## src/rtl/gpu_pkg.sv

```systemverilog
// Shared types and constants for the GPU pixel path.
// Contents: pixel_sink_state_e (flush FSM states), PIXEL_BYTES (bytes per pixel word).
package gpu_pkg;

  typedef enum logic {
    RUN   = 1'b0,
    DRAIN = 1'b1
  } pixel_sink_state_e;

  localparam int unsigned PIXEL_BYTES = 2;

endpackage

```

## src/rtl/sync_fifo.sv

```systemverilog
// Show-ahead synchronous FIFO: rdata always presents the head entry while !empty.
// Ports: clock, reset_n (sync, active-low), push/wdata, pop/rdata, full, empty, count.
// Push while full and pop while empty are ignored.
module sync_fifo #(
  parameter  int unsigned WIDTH    = 8,
  parameter  int unsigned DEPTH    = 8,
  localparam int unsigned PTR_BITS = $clog2(DEPTH),
  localparam int unsigned CNT_BITS = $clog2(DEPTH + 1)
) (
  input  logic                clock,
  input  logic                reset_n,
  input  logic                push,
  input  logic [WIDTH-1:0]    wdata,
  input  logic                pop,
  output logic [WIDTH-1:0]    rdata,
  output logic                full,
  output logic                empty,
  output logic [CNT_BITS-1:0] count
);

  logic [WIDTH-1:0]    mem [DEPTH];
  logic [PTR_BITS-1:0] wr_ptr;
  logic [PTR_BITS-1:0] rd_ptr;
  logic                do_push;
  logic                do_pop;

  assign full    = (count == CNT_BITS'(DEPTH));
  assign empty   = (count == '0);
  assign do_push = push && !full;
  assign do_pop  = pop && !empty;
  assign rdata   = mem[rd_ptr];

  // Storage carries no reset; validity is tracked by the pointers and count.
  always_ff @(posedge clock) begin
    if (do_push) begin
      mem[wr_ptr] <= wdata;
    end
  end

  // Pointers wrap naturally because DEPTH is a power of two.
  always_ff @(posedge clock) begin
    if (!reset_n) begin
      wr_ptr <= '0;
      rd_ptr <= '0;
      count  <= '0;
    end else begin
      if (do_push) wr_ptr <= wr_ptr + PTR_BITS'(1);
      if (do_pop)  rd_ptr <= rd_ptr + PTR_BITS'(1);
      count <= count + CNT_BITS'(do_push) - CNT_BITS'(do_pop);
    end
  end

endmodule

```

## src/rtl/pixel_sink.sv

```systemverilog
// Avalon-MM write responder for the GPU pixel master: decodes byte addresses to
// (row, col), linearises to a framebuffer index, buffers in a FIFO and drains to
// a single-port SRAM write port. Supports a flush handshake before buffer swap.
// Ports: clock, reset_n (sync, active-low); s1_* Avalon slave (address, writedata,
// write, waitrequest); mem_* SRAM write port (addr, wdata, we, ready);
// flush_req/flush_done handshake; err_oob sticky flag with err_clear;
// accept_count/drop_count statistics.
// Build option: define PIXEL_SINK_STATS_EN to build the saturating counters;
// otherwise both count ports read as zero.
module pixel_sink
  import gpu_pkg::*;
#(
  parameter  int unsigned H_RESOLUTION = 320,
  parameter  int unsigned V_RESOLUTION = 240,
  parameter  int unsigned PIXEL_BITS   = 16,
  parameter  int unsigned FIFO_DEPTH   = 8,
  localparam int unsigned COL_BITS     = $clog2(H_RESOLUTION),
  localparam int unsigned ROW_BITS     = $clog2(V_RESOLUTION),
  localparam int unsigned IDX_BITS     = $clog2(H_RESOLUTION * V_RESOLUTION)
) (
  input  logic                  clock,
  input  logic                  reset_n,
  input  logic [31:0]           s1_address,
  input  logic [PIXEL_BITS-1:0] s1_writedata,
  input  logic                  s1_write,
  output logic                  s1_waitrequest,
  output logic [IDX_BITS-1:0]   mem_addr,
  output logic [PIXEL_BITS-1:0] mem_wdata,
  output logic                  mem_we,
  input  logic                  mem_ready,
  input  logic                  flush_req,
  output logic                  flush_done,
  output logic                  err_oob,
  input  logic                  err_clear,
  output logic [31:0]           accept_count,
  output logic [31:0]           drop_count
);

  localparam int unsigned COL_LSB  = $clog2(PIXEL_BYTES);
  localparam int unsigned ROW_LSB  = COL_LSB + COL_BITS;
  localparam int unsigned FIFO_W   = IDX_BITS + PIXEL_BITS;
  localparam int unsigned CNT_BITS = $clog2(FIFO_DEPTH + 1);
  localparam int unsigned SUM_BITS = CNT_BITS + 1;

  pixel_sink_state_e state_q;

  logic                  ready_q;
  logic                  stage_valid;
  logic                  stage_oob;
  logic [ROW_BITS-1:0]   stage_row;
  logic [COL_BITS-1:0]   stage_col;
  logic [PIXEL_BITS-1:0] stage_data;

  logic [COL_BITS-1:0]   col_c;
  logic [ROW_BITS-1:0]   row_c;
  logic                  oob_c;
  logic                  accept;
  logic                  push;
  logic                  pop;
  logic [IDX_BITS-1:0]   stage_idx;
  logic [FIFO_W-1:0]     fifo_rdata;
  logic                  fifo_full;
  logic                  fifo_empty;
  logic [CNT_BITS-1:0]   fifo_count;
  logic [CNT_BITS-1:0]   fifo_count_d;
  logic                  pipe_empty_d;
  logic                  unused_addr;

  // Byte-lane bit and bits above the row field carry no pixel position.
  assign unused_addr = ^{s1_address[COL_LSB-1:0], s1_address[31:ROW_LSB+ROW_BITS]};

  // Address decode and range check of the incoming beat.
  assign col_c  = s1_address[COL_LSB +: COL_BITS];
  assign row_c  = s1_address[ROW_LSB +: ROW_BITS];
  assign oob_c  = (32'(col_c) >= H_RESOLUTION) || (32'(row_c) >= V_RESOLUTION);
  assign accept = s1_write && !s1_waitrequest;

  // Stall early enough that the stage register can always push next cycle.
  assign s1_waitrequest = !reset_n || !ready_q || (state_q == DRAIN) || fifo_full ||
                          ((SUM_BITS'(fifo_count) + SUM_BITS'(stage_valid)) >=
                           SUM_BITS'(FIFO_DEPTH - 1));

  assign stage_idx = IDX_BITS'(stage_row) * IDX_BITS'(H_RESOLUTION) + IDX_BITS'(stage_col);
  assign push      = stage_valid && !stage_oob;
  assign pop       = mem_we && mem_ready;

  assign mem_we    = !fifo_empty;
  assign mem_addr  = fifo_rdata[PIXEL_BITS +: IDX_BITS];
  assign mem_wdata = fifo_rdata[PIXEL_BITS-1:0];

  // Pipe occupancy after this edge; lets flush_done line up with the first empty cycle.
  assign fifo_count_d = fifo_count + CNT_BITS'(push) - CNT_BITS'(pop);
  assign pipe_empty_d = !accept && (fifo_count_d == '0);

  sync_fifo #(
    .WIDTH (FIFO_W),
    .DEPTH (FIFO_DEPTH)
  ) u_fifo (
    .clock   (clock),
    .reset_n (reset_n),
    .push    (push),
    .wdata   ({stage_idx, stage_data}),
    .pop     (pop),
    .rdata   (fifo_rdata),
    .full    (fifo_full),
    .empty   (fifo_empty),
    .count   (fifo_count)
  );

  // Stage register, error flag and flush FSM.
  always_ff @(posedge clock) begin
    if (!reset_n) begin
      state_q     <= RUN;
      flush_done  <= 1'b0;
      ready_q     <= 1'b0;
      err_oob     <= 1'b0;
      stage_valid <= 1'b0;
      stage_oob   <= 1'b0;
      stage_row   <= '0;
      stage_col   <= '0;
      stage_data  <= '0;
    end else begin
      ready_q     <= 1'b1;
      stage_valid <= accept;
      if (accept) begin
        stage_oob  <= oob_c;
        stage_row  <= row_c;
        stage_col  <= col_c;
        stage_data <= s1_writedata;
      end

      // Set has priority over clear.
      if (accept && oob_c) begin
        err_oob <= 1'b1;
      end else if (err_clear) begin
        err_oob <= 1'b0;
      end

      flush_done <= 1'b0;
      case (state_q)
        RUN: begin
          if (flush_req) begin
            state_q    <= DRAIN;
            flush_done <= pipe_empty_d;
          end
        end
        DRAIN: begin
          if (flush_done) begin
            state_q <= RUN;
          end else begin
            flush_done <= pipe_empty_d;
          end
        end
        default: state_q <= RUN;
      endcase
    end
  end

`ifdef PIXEL_SINK_STATS_EN
  logic [31:0] accept_q;
  logic [31:0] drop_q;

  // Saturating statistics; cleared only by reset.
  always_ff @(posedge clock) begin
    if (!reset_n) begin
      accept_q <= '0;
      drop_q   <= '0;
    end else begin
      if (pop && (accept_q != 32'hFFFF_FFFF)) begin
        accept_q <= accept_q + 32'd1;
      end
      if (accept && oob_c && (drop_q != 32'hFFFF_FFFF)) begin
        drop_q <= drop_q + 32'd1;
      end
    end
  end

  assign accept_count = accept_q;
  assign drop_count   = drop_q;
`else
  assign accept_count = '0;
  assign drop_count   = '0;
`endif

endmodule

```

## config.mk

```make
export PLATFORM = sky130hd
export DESIGN_NAME = pixel_sink
export DESIGN_NICKNAME = d
export VERILOG_FILES = /design/src/rtl/gpu_pkg.sv /design/src/rtl/sync_fifo.sv /design/src/rtl/pixel_sink.sv
export SDC_FILE = /design/constraint.sdc
export NUM_CORES = 1
export LEC_CHECK = 0
export BUFFER_PORTS_ARGS = -buffer_cell sky130_fd_sc_hd__buf_2
export CAP_MARGIN = 20
export CORE_ASPECT_RATIO = 0.5
export CORE_MARGIN = 4
export CORE_UTILIZATION = 58
export DETAILED_ROUTE_END_ITERATION = 10
export PLACE_DENSITY = 0.86
export RECOVER_POWER = 25
export SYNTH_ARGS = -nofsm -noshare
export SYNTH_HDL_FRONTEND = slang
export SYNTH_SLANG_ARGS = --single-unit
```

## constraint.sdc

```tcl
create_clock -name clock -period 5.25 [get_ports clock]
set_input_delay 0.525 -clock clock [delete_from_list [all_inputs] [get_ports clock]]
set_output_delay 0.525 -clock clock [all_outputs]
set_load 0.005 [all_outputs]
```

==> results of run 1 <==
[sequential cells by signal, summed over array words and instances, names as in the netlist, 3 cells and up, named ones only]
name	count
u_fifo.mem	264
stage_data	16
stage_col	9
stage_row	8
u_fifo.count	4
u_fifo.rd_ptr	3
u_fifo.wr_ptr	3
[worst max-delay path, delay by kind of cell (launching register included)]
kind	cells	cell delay, ns
buffers and inverters	2	0.69
muxes	2	0.73
DFF	1	0.91
[layer usage]
layer | routed length (um) | part of all wire
met5 | 0 | 0
met4 | 663 | 0.025
met3 | 1699 | 0.065
met2 | 12910 | 0.49
met1 | 10880 | 0.42
[cell families (layout without fill, tap and decap cells)]
group,Yosys count,in the layout
compound gates,34,34
xor+xnor,19,19
fa+ha+maj,34,34
buf+inv,109,156
flops,316,316
mux,135,135
other cells,1,64
simple gates,90,90
[final cells by class]
class                   count  area share
well taps                 300     0.02568
repair buffers             89     0.03287
flip-flops and latches    316      0.6141
multi-input cells         376      0.2684
clock inverters            15    0.005650
clock buffers              35     0.04897
inverters                  17    0.004366
[through the flow]
step	worst slack (ns)	total power (W)
finish	1.843	0.005902
global route	1.682	0.006173
CTS	1.782	0.005944
detailed placement	2.219	0.004094
global placement	2.324	0.004059
floorplan	1.280	0.003838
[power groups by stage]
stage / sequential (W) / combinational, W / clock (W)
after global placement: 0.00296 / 0.00110 / 0
final: 0.00291 / 0.00114 / 0.00185
after global routing: 0.00293 / 0.00124 / 0.00200
after CTS: 0.00291 / 0.00116 / 0.00187
after detailed placement: 0.00297 / 0.00113 / 0
after floorplan: 0.00287 / 0.000964 / 0
[cells in the mapped netlist, drive strengths merged, types with 6 or more instances]
cell type and number:
a21oi 7, edfxtp 264, mux2 33, nand3 6, nor2 12, clkbuf 12, buf 79, inv 17
mux2i 36, nand2 8, mux4 66, and2 8, xnor2 12, xor2 7, ha 30, dfxtp 52
nor2b 39
[how the worst min path moves through the flow]
| stage | from | end | slack [ns] |
|---|---|---|---|
| after floorplan | stage_oob$_SDFFE_PN0P_ | stage_oob$_SDFFE_PN0P_ | 0.44 |
| after global placement | stage_oob$_SDFFE_PN0P_ | stage_oob$_SDFFE_PN0P_ | 0.45 |
| after detailed placement | err_oob$_SDFFE_PN0P_ | err_oob$_SDFFE_PN0P_ | 0.47 |
| after CTS | s1_writedata[4] | stage_data[4]$_SDFFE_PN0P_ | 0.23 |
| after global routing | s1_writedata[9] | stage_data[9]$_SDFFE_PN0P_ | 0.25 |
| final | s1_writedata[4] | stage_data[4]$_SDFFE_PN0P_ | 0.24 |
[cells in the final DEF, fill, tap and decap left out, types with 14 or more instances in the layout]
cell         n
buf_2       75
ha_1        30
mux2_2      33
conb_1      64
inv_1       17
clkbuf_16   27
mux4_2      59
mux2i_1     36
dfxtp_1     49
edfxtp_1   264
nor2b_1     39
buf_4       14
==> run_results.csv, run 1 <==
group,metric,value,unit
clocking,post-cts-setup-buffers,0,
power,p_int,0.004391,W
setup_path,cpMaxStageDelayCell,"dfxtp_2",
timing,setup_viol,0,
clocking,cts_buffer_depth,3,
status,outcome,"completed",
place,port_buffers,75,
drt,ant_nets,0,
worst_hold_path,whs_path_depth,3,
final_layout,stdcell_area,14620,sq um
grt,track_usage,0.2042,
die,core,22110,sq um
setup_path,arrival,2.88,ns
setup_path,critPathCapture,"mem_wdata[12]",
timing,fin_skew,0.009559,ns
synth,synth_top_area_frac,0.5947,
clocking,tritoncts,"yes",
place,placed_cell_area,13820,sq um
timing,slew_viol_final,0,
timing,grt_setup_unrepaired,"false",
die,die_h,115.2,um
power,switching_power,0.001510,W
power,seqPwrFrac,0.493,
setup_path,rr_endpoint,"u_fifo.mem[1][32]$_DFFE_PP_",
die,die_w,222.4,um
synth,synth-simple-area-share,0.03792,
grt,grt_max_degree,50,
die,io_pins,155,
synth,synth_area_leader_cell,"edfxtp_1",
grt,grt_pass1_wl,40070,um
die,rows,38,
synth,synth-xor-area-share,0.01248,
setup_path,rr_worst_depth,8,
final_layout,final-seq-area,8975,sq um
synth,synth_compound_area_frac,0.01915,
timing,finalSetupTns,0,ns
clocking,cts-resized-gates,0,
grt,grtUsageMet1,0.2856,
clocking,cts_max_level,1,
power,power_density,403.8,nW/um^2
synth,synth.distinct_cells,47,
timing,finalWorstPathRequiredPeriod,3.407,ns
grt,antenna_found_initial,0,
die,die_area,25620,sq um
final_layout,nNetsFinal,915,
drt,num_vias,6692,
timing,hold_violations,0,
power,comb_power_share,0.193,
synth,ys_seq_elements,316,
setup_path,required,4.72,ns
setup_path,start_kind,"register",
power,p_sw_frac,0.2559,
power,leakage,5.311,nW
synth,syn_inst,738,
synth,postSynth.asyncResetShare,0,
grt,busiest_layer,"met2",
timing,maxSlewHeadroom,0.3200,
synth,ys_warn_count,0,
final_layout,fillCellCount,1405,
synth,synth_top_family_by_area,"multiplexers",
synth,avgSynthCellArea,18.06,sq um
synth,yosysSeqAreaShare,0.6728,
place,hpwl,15020,um
setup_path,crit_path_end_kind,"output port",
drt,drtIter0Drc,728,
die,start_util,0.6029,
worst_hold_path,worst_hold_path_type,"input pin to register",
drt,drtPass1Iterations,5,
grt,grt_pass1_vias,6884,
power,p_clk_frac,0.314,
timing,fmax,293.5,MHz
power,ir_drop,0.2347,mV
place,gp_congestion,0.7516,
setup_path,max_stage_delay,0.91,ns
setup_path,reg2reg_from,"stage_row[1]$_SDFFE_PN0P_",
clocking,hold_buffers,0,
final_layout,fin_cells,1148,
flow_run,drv_cap,0,
clocking,numCtsBuffers,27,
synth,synth_edf_count,264,
drt,wire_per_inst,22.78,um
final_layout,multi_input_area,3923,sq um
timing,tightest_slew,1.020,ns
drt,via_per_inst,5.829,
clocking,clk_pin_slew_worst_paths,0.07,ns
clocking,cts_root_buf,"clkbuf_16",
clocking,clk-insertion-delay-late,0.54,ns
timing,whs,0.2416,ns
synth,synth_flop_cell,"edfxtp_1",
final_layout,final_core_util,0.6611,
final_layout,final_layout_size_suffix_gt1_frac,0.2759,
setup_path,crit_chain,"buf_4 -> mux4_2 -> mux2_2 -> buf_2",
final_layout,antenna_cells,0,
place,dpl.cell_count,1098,
timing,fin_crit_sh,0.6490,
grt,globalRouteOverflowTotal,0,
drt,drc,0,
drt,wl,26150,um
synth,synth.area.top_cells,"edfxtp_1 (59%), mux4_2 (10%), dfxtp_1 (7.8%), buf_4 (3.7%), ha_1 (2.8%)",
setup_path,crit_type,"register to output port",
setup_path,r2r_slack,2.14,ns
grt,met3_usage,0.03214,
clocking,cts.sinks,316,
synth,synth_area,13330,sq um
synth,synth_mux_area_frac,0.1684,
setup_path,cp_max_fo,34,
synth,synth-adder-area-share,0.03417,
grt,gr-usage-met2,0.3477,
final_layout,syn_to_final_growth,9.640,%
(Power assumes the default switching activity.)
==> run 2, diff against run 1 <==
CORE_UTILIZATION = 53   (was 58)
PLACE_DENSITY = 0.83   (was 0.86)
clock period = 2.9 ns   (was 5.25 ns; I/O delays follow)
==> run_results.csv, run 2 (synthesis results as in run 1) <==
group,metric,value,unit
status,outcome,"finished with violations",
status,violations,"capacitance limit, slew limit",
timing,tightest_slew,2.139,ns
final_layout,final_core_util,0.6239,
drt,wl,25730,um
clocking,numCtsBuffers,28,
setup_path,required,3.19,ns
final_layout,nNetsFinal,943,
drt,drc,0,
place,port_buffers,75,
clocking,cts_root_buf,"clkbuf_16",
place,dpl.cell_count,1147,
timing,slew_viol_final,49,
clocking,cts.sinks,316,
clocking,cts_buffer_depth,3,
grt,globalRouteOverflowTotal,0,
timing,fin_crit_sh,0.9430,
die,start_util,0.5469,
setup_path,rr_worst_depth,9,
grt,antenna_found_initial,0,
timing,maxSlewHeadroom,-0.4257,
drt,via_per_inst,5.448,
final_layout,stdcell_area,15210,sq um
grt,track_usage,0.1864,
die,die_w,232.3,um
flow_run,drv_cap,1,
timing,setup_viol,0,
drt,wire_per_inst,21.21,um
drt,ant_nets,0,
power,power_density,741.4,nW/um^2
place,placed_cell_area,14100,sq um
die,io_pins,155,
timing,fmax,365.7,MHz
timing,hold_violations,0,
die,die_area,27910,sq um
setup_path,crit_path_end_kind,"register",
timing,fin_skew,0.01737,ns
clocking,cts_max_level,1,
timing,finalWorstPathRequiredPeriod,2.735,ns
drt,num_vias,6608,
place,preCtsSetupSlack,-0.04006,ns
grt,grt_pass1_wl,39970,um
final_layout,antenna_cells,0,
setup_path,start_kind,"register",
grt,grt_pass1_vias,6979,
die,rows,40,
worst_hold_path,whs_path_depth,3,
final_layout,fillCellCount,1707,
worst_hold_path,worst_hold_path_type,"input pin to register",
place,hpwl,15110,um
final_layout,largest_reg_flops,264,
grt,grt_max_degree,67,
final_layout,mostFrequentLayoutCells,"edfxtp_1 (264), buf_2 (75), conb_1 (64)",
place,gp_congestion,0.7799,
final_layout,top_register,"u_fifo.mem",
final_layout,layout_commonest_cell,"edfxtp_1",
setup_path,cp_max_fo,8,
final_layout,syn_to_final_growth,14.08,%
timing,worst_slack,0.1652,ns
drt,drtPass1Iterations,5,
clocking,clk_pin_slew_worst_paths,0.07,ns
setup_path,arrival,3.03,ns
final_layout,final_layout_size_suffix_gt1_frac,0.2919,
clocking,tritoncts,"yes",
power,ir_drop,0.4095,mV
clocking,clk-insertion-delay-late,0.55,ns
final_layout,largestRegisters,"u_fifo.mem x264, stage_data x16, stage_col x9",
power,leakage,5.518,nW
final_layout,fin_cells,1213,
drt,drtIter0Drc,618,
die,core,24370,sq um
timing,grt_setup_unrepaired,"false",
setup_path,crit_type,"register to register",
die,die_h,120.1,um
==> run 2: cell types whose count changed in the layout (fill, tap and decap cells not counted), sizes merged <==
cell	change
clkinv	-1
dlygate4sd3	+13
clkbuf	-4
inv	+1
buf	+13
clkinvlp	+3
bufinv	+4
==> run 2: path summary, 6_finish.rpt <==
path	slack, ns	start	end
min reg2reg	0.47	stage_oob$_SDFFE_PN0P_	stage_oob$_SDFFE_PN0P_
max reg2reg	0.17	stage_row[1]$_SDFFE_PN0P_	u_fifo.mem[5][30]$_DFFE_PP_
min	0.02	s1_writedata[11]	stage_data[11]$_SDFFE_PN0P_
max	0.17	stage_row[1]$_SDFFE_PN0P_	u_fifo.mem[5][30]$_DFFE_PP_
==> run 2: power by group <==
group	total (W)	switching (W)	leakage, nW	internal [W]
Clock	0.00381	0.00166	0.455	0.00215
Combinational	0.00227	0.00100	2.24	0.00127
Sequential	0.00519	0.000157	2.82	0.00504
Total	0.0113	0.00282	5.52	0.00846
==> run 2: layer usage <==
layer | part of all wire | global-route usage
met5 | 0 | 0
met4 | 0.015 | 0.03394
met3 | 0.070 | 0.03250
met2 | 0.49 | 0.3110
met1 | 0.42 | 0.2643
==> run 2: final cells by class <==
type	count	area, sq um	area share
sequential	316	8976	0.5903
multi-input combinational	376	3954	0.2600
timing repair buffer	116	849.6	0.05587
clock buffer	30	708.2	0.04657
tap	336	420.4	0.02765
clock inverter	22	235.2	0.01547
inverter	17	63.81	0.004196
==> run 2: per-stage QoR <==
step	hold slack [ns]	total power, W	TNS, ns
2_1_floorplan	0.3177	0.006947	-37.34
3_3_place_gp	0.4566	0.007463	0
3_5_place_dp	0.4605	0.007535	-0.3198
4_1_cts	0.0005070	0.01135	0
5_1_grt	0.01964	0.01180	0
6_report	0.01775	0.01127	0
==> run 2: what timing repair did <==
action,CTS,global route
endpoints found under the hold margin,13,0
setup endpoints to repair,8,28
pin swaps,0,4
hold buffers,13,0
setup buffers,0,1
gates resized for setup,1,3
==> run 2: critical path, stage by stage, from the launching register on <==
cell and delay (ns):
dfxtp_2 0.34, ha_1 0.29, ha_1 0.24, fa_2 0.37, a211oi_2 0.28, nor2_1 0.10
xor2_1 0.26, nand3b_1 0.22, xnor2_1 0.22, buf_4 0.18
